==> src/rtl/router_input_fifo.sv <==
// Per-input-port flit buffer for the 5-port mesh router.
// RTS/CTS write side, any-grant pop, first-word fall-through head.
module router_input_fifo #(
  parameter  int DATA_WIDTH = 32,
  parameter  int DEPTH      = 4,
  localparam int PTR_WIDTH  = $clog2(DEPTH)
) (
  input  logic                  clk,
  input  logic                  rst,
  input  logic                  DRTS,
  input  logic [DATA_WIDTH-1:0] RX,
  output logic                  CTS,
  input  logic                  read_en_N,
  input  logic                  read_en_E,
  input  logic                  read_en_W,
  input  logic                  read_en_S,
  input  logic                  read_en_L,
  output logic [DATA_WIDTH-1:0] Data_out,
  output logic                  empty,
  output logic                  full,
  output logic [PTR_WIDTH:0]    count,
  output logic                  err_multi_read
);

  localparam int CW = PTR_WIDTH + 1;

  logic [DATA_WIDTH-1:0] r_mem [DEPTH];
  logic [PTR_WIDTH-1:0]  r_rd_ptr;
  logic [PTR_WIDTH-1:0]  r_wr_ptr;
  logic [CW-1:0]         r_count;
  logic                  r_cts;
  logic                  r_err;

  logic [4:0] w_rd_vec;
  logic       w_rd_any;
  logic       w_multi;
  logic       w_wr;
  logic       w_rd;
  logic       w_empty;
  logic       w_full;

  assign w_rd_vec = {read_en_N, read_en_E, read_en_W,
                     read_en_S, read_en_L};
  assign w_rd_any = |w_rd_vec;
  // Clearing the lowest set bit leaves a remainder only if 2+ bits were set
  assign w_multi  = |(w_rd_vec & (w_rd_vec - 5'd1));

  assign w_empty = (r_count == '0);
  assign w_full  = (r_count == CW'(DEPTH));

  assign w_wr = DRTS & ~r_cts & ~w_full;
  assign w_rd = w_rd_any & ~w_empty;

  always_ff @(posedge clk) begin
    if (rst) begin
      r_rd_ptr <= '0;
      r_wr_ptr <= '0;
      r_count  <= '0;
      r_cts    <= 1'b0;
      r_err    <= 1'b0;
    end else begin
      r_cts <= w_wr;
      if (w_wr)
        r_wr_ptr <= r_wr_ptr + 1'b1;
      if (w_rd)
        r_rd_ptr <= r_rd_ptr + 1'b1;
      unique case ({w_wr, w_rd})
        2'b10:   r_count <= r_count + 1'b1;
        2'b01:   r_count <= r_count - 1'b1;
        default: r_count <= r_count;
      endcase
      if (w_multi)
        r_err <= 1'b1;
    end
  end

  // Storage is intentionally left uninitialised by reset
  always_ff @(posedge clk) begin
    if (!rst && w_wr)
      r_mem[r_wr_ptr] <= RX;
  end

  assign Data_out       = w_empty ? '0 : r_mem[r_rd_ptr];
  assign empty          = w_empty;
  assign full           = w_full;
  assign count          = r_count;
  assign CTS            = r_cts;
  assign err_multi_read = r_err;

endmodule
==> config.mk <==
export PLATFORM = sky130hd
export DESIGN_NAME = router_input_fifo
export DESIGN_NICKNAME = d
export VERILOG_FILES = /design/src/rtl/router_input_fifo.sv
export SDC_FILE = /design/constraint.sdc
export NUM_CORES = 1
export LEC_CHECK = 0
export ABC_AREA = 1
export CAP_MARGIN = 20
export CORE_ASPECT_RATIO = 1.5
export CORE_UTILIZATION = 50
export CTS_CLUSTER_DIAMETER = 60
export DETAILED_ROUTE_END_ITERATION = 8
export HOLD_SLACK_MARGIN = 0.05
export MAX_ROUTING_LAYER = met4
export PLACE_DENSITY = 0.84
export SLEW_MARGIN = 20
export SYNTH_ARGS = -nofsm -noshare
export SYNTH_HDL_FRONTEND = slang
export SYNTH_SLANG_ARGS = --single-unit
==> constraint.sdc <==
create_clock -name clk -period 5.7 [get_ports clk]
set_input_delay 1.14 -clock clk [delete_from_list [all_inputs] [get_ports clk]]
set_output_delay 1.14 -clock clk [all_outputs]
set_load 0.03 [all_outputs]
Word-level counts from Yosys, hierarchy flattened
Memories as Yosys holds them, arrays and structs flattened. A register that Yosys moved wholly into a read port is not among the register bits.
Cells that the tools add are included.
Storage, ports and cells
  bits in registers: 9
  latch bits: 0
  RAM bits: 128
  bits in read-only memories: 0
  output and inout bits: 39
  logic and storage cells: 33
  memories: 1
Memories
  r_mem: words 4, bits a word 32, read ports 1, clocked after Yosys merged registers in 1, write ports 1, line 27  | logic [DATA_WIDTH-1:0] r_mem [DEPTH];
Operators by class
  add/subtract/negate cells: 5
  multipliers: 0
  divide/modulo/power cells: 0
  $lt $le $gt $ge: 0
  equal/unequal tests: 3
  shift operators: 0
  muxes and demuxes: 6
  bitwise gates (word level): 7
  reduce and logical (&&, ||, !) cells: 6
Operators by type and width (count)
  $mux W32: 1
  $reduce_or A5 Y1: 2
  $pmux W3 S2: 1
  $and A5 B5 Y5: 1
  $sub A5 B1 Y5 const B: 1
  $add A2 B1 Y2 const B: 2
  $mux W2: 2
  $add A3 B1 Y3 const B: 1
  $and A1 B1 Y1: 3
  $eq A3 B3 Y1 const B: 1
  $logic_not A3 Y1: 1
  $not A1 Y1: 3
  $sub A3 B1 Y3 const B: 1
  $eq A2 B1 Y1 const B: 1
  $eq A2 B2 Y1 const B: 1
  $mux W1: 2
  $reduce_bool A2 Y1: 1
  $logic_and A1 B1 Y1: 1
  $logic_not A1 Y1: 1

Logic depth before layout (Yosys ltp)
  word-level depth: 6
  depth in mapped cells: 12

Worst setup path after synthesis
No wires, ideal clock.
  kind: in2reg
  from: in rst
  to: mem r_mem[0][0] (enable)
  data arrival time: 2822 ps
  slack: 2457 ps
  stages: 3
  path buffers: 0
  path through: inv_1 nand4_1 nor2_1
On the way
  cells in the longest elaborated chain, start to end: 4
Ends and longest elaborated chain
  start: declaration: line 9  | input logic rst,
  $logic_not A1 Y1: line 79  | if (!rst && w_wr)
  $logic_and A1 B1 Y1: line 79
  $mux W1: line 79
  $mux W1 (implied by the code): line 80  | r_mem[r_wr_ptr] <= RX;
  end: declaration: line 27
No other way between the ends.

==> key figures <==
Outcome
  – Status: finished clean

Power and ir drop
  – Internal power: 2.36 mW
  – Leakage: 2.41 nW
  – Sw frac: 0.377
  – Power Density: 544 nW/um^2
  – VDD IR max: 263 uV
  – P_sw: 1.43 mW
  – Gate power share: 0.390
  – Sequential share of power: 0.339
  – Clock share of power: 0.270

Yosys
  – Yosys top cell area share: 0.690
  – Area leader, netlist: edfxtp_1
  – Post-synthesis cell type count: 17
  – Mapped Cells: 463
  – Synthesis Warnings: 0
  – Syn avg cell area: 12.0 um^2
  – Syn Nets: 509
  – Number of synthesized register bits: 139
  – Cells taking the most area after synthesis: edfxtp_1, nor2_1, dfxtp_1
  – Number of synthesized flops with an enable pin: 128
  – Mapped Area: 5570 um^2
  – Post-synth top flop: edfxtp_1
  – Seq/Total Area, Yosys: 0.730
  – Async SR Flop Fraction: 0
  – Cell with the most instances after synthesis: nor2_1
  – Commonest cells in the netlist: nor2_1, edfxtp_1, a21oi_1

Timing
  – Final slew viol count: 0
  – Fmax: 240 MHz
  – Crit share post-route: 0.730
  – RSZ-0062 raised after global routing: no
  – Final hold slack: 0.506 ns
  – Max_slew headroom: 0.288
  – Final hold violation count: 0
  – Setup TNS: 0 ns
  – Min Tclk post-route: 4.16 ns
  – Final setup vio count: 0
  – Setup slack after layout: 1.54 ns
  – Skew final: 0.00874 ns
  – Worst-Margin Slew: 1.06 ns

Cells and area
  – Diode count: 0
  – Final std cells w/o fill: 694
  – Area grow syn2layout: 25.0%
  – Layout cells sized above 1: 0.0727
  – Nets: 584

Drt
  – DRC: 0
  – DRT iter0 DRCs: 293
  – Routed wire length: 11600 um
  – Via count: 3728
  – Final ANT Viol Nets: 0
  – Vias/cell: 5.37
  – WL/cell: 16.8 um
  – Pre-Repair DR Iteration Count: 8

Critical path
  – Worst setup EP type: output pin
  – Critical path peak fanout: 65
  – RR Endpoint: r_mem[3][29]
  – Crit-path slowest cell: inv_2
  – Reg2Reg Setup Slack: 3.26 ns
  – Worst R2R Start: count[1]
  – Critical Path AT: 3.02 ns
  – Startpoint types: register
  – WS Path Type: register to output pin
  – Max stage delay on crit path: 0.82 ns
  – CP bufs+invs: 2
  – Req. time, crit path: 4.56 ns
  – Worst R2R Path Depth: 4
  – Crit-path leading delay family: buffers and inverters
  – Sequence of cells on the critical path: inv_2 -> o21ai_1 -> a21oi_1 -> clkdlybuf4s50_1

Placed design
  – Final GP Congestion: 0.780
  – Port Buffer Count: 78
  – Place WS: 1.58 ns
  – Dpl hpwl: 6640 um
  – Placed Instances: 663

Global route
  – GRT Resource Usage Total: 0.222
  – Met3 Resource Use GR: 0.0634
  – GR peak layer: met2
  – Largest net degree at the start of global routing: 66
  – Global Route met1 Usage: 0.234
  – First-pass GRT wire length: 18300 um
  – Remaining Overflow, GRT: 0
  – Vias in the first global route: 3829
  – GR met2 Demand/Resource: 0.380
  – Initial antenna violation count: 0

Clock tree
  – Clock-pin slew on the worst setup and hold paths: 0.05 ns
  – Total CTS buffers: 17
  – Root buffer cell: clkbuf_16
  – Hold bufs inserted after CTS: 0
  – Clock latency on the worst-skew pair: 0.42 ns
  – H-tree Lvls: 4
  – CTS max path bufs: 2
  – Sink Count: 139
  – Resize count post-CTS: 0
  – Post CTS Setup Buffer Count: 0
  – TritonCTS clock tree: built

Worst hold path
  – Hold/Removal Path Class: register to register
  – Hold Path Cell Cnt: 2
  – Hold endpoint: r_wr_ptr[0]
  – Hold path start: r_wr_ptr[0]

Floorplanning
  – DIE AREA: 11600 um^2
  – Io pins: 79
  – Row cnt: 46
  – Effective utilization at floorplan: 0.520
  – Die Y: 131 um
  – Die W: 88.2 um
  – Core area: 10700 um^2

Flow run
  – Maxcap violations: 0
flip-flops by register name (all words and copies together) (netlist names), named ones only:
name / flops
r_mem: 128
count: 3
r_rd_ptr: 2
r_wr_ptr: 2
CTS: 1
err_multi_read: 1
cells by family (layout without fill, tap and decap cells):
family,Yosys count,count (layout),synth area share
adder cells (fa/ha/maj),6,6,0.0148
AO/OA/AOI/OAI,105,105,0.0944
AND/OR/NAND/NOR,168,168,0.116
buffers and inverters,45,132,0.0449
flip-flops,139,139,0.730
worst max path at each step:
stage | from | endpoint | cells past startpoint
3_5_place_dp | register | Data_out[30] | 4
3_3_place_gp | register | Data_out[26] | 4
4_1_cts | register | Data_out[30] | 4
2_1_floorplan | rst | r_mem[0][0] | 3
6_report | register | Data_out[30] | 4
5_1_grt | register | Data_out[26] | 4
cell type report:
cell class	count	area (um^2)
fill	766	3740
clock buffer	18	429
timing repair buffer	79	788
multi-input combinational	279	1280
inverter	22	82.6
sequential	139	4070
tap	144	180
clock inverter	13	129
placed cells by master, fill, tap and decap left out:
| master | count |
|---|---|
| nor2_4 | 4 |
| or2_2 | 1 |
| o21ai_1 | 37 |
| nand4_1 | 2 |
| dfxtp_4 | 1 |
| clkinv_2 | 6 |
| inv_2 | 3 |
| nand2_1 | 16 |
| edfxtp_1 | 128 |
| fa_1 | 1 |
| clkinv_4 | 1 |
| buf_4 | 1 |
| a21oi_1 | 39 |
| bufinv_16 | 2 |
| ha_1 | 5 |
| clkdlybuf4s50_1 | 78 |
| inv_1 | 19 |
| clkbuf_1 | 1 |
| clkinvlp_4 | 4 |
| clkbuf_16 | 17 |
| nand3_1 | 6 |
| o21ai_0 | 29 |
| dfxtp_1 | 10 |
| nor2_1 | 139 |
per-stage QoR:
step                      area (um^2)  power (mW)   util
after CTS                        6960        3.80  0.650
after global routing             6960        3.98  0.650
after detailed placement         6400        2.77  0.598
after global placement           6400        2.74  0.598
final                            6960        3.79  0.650
after floorplan                  5570        2.27      -
power by group through the flow:
stage	Clock [mW]	Combinational, mW	Sequential, mW
3_5_place_dp	0	1.47	1.30
6_report	1.02	1.48	1.29
5_1_grt	1.08	1.59	1.30
4_1_cts	1.03	1.49	1.28
2_1_floorplan	0	1.02	1.25
3_3_place_gp	0	1.44	1.30
worst min-delay path, stage by stage (launching register included):
cell and delay (ns):
dfxtp_1 0.33, nand2_1 0.07, a21oi_1 0.05
routing by layer:
metal | wire (um) | part of all wire | vias to the layer above
met4 | 222 | 0.019 | 0
met5 | 0 | 0 | -
met2 | 6480 | 0.56 | 153
met1 | 4290 | 0.37 | 1795
li1 | - | - | 1760
met3 | 643 | 0.055 | 20
No activity file was read; power rests on OpenSTA's default activity.
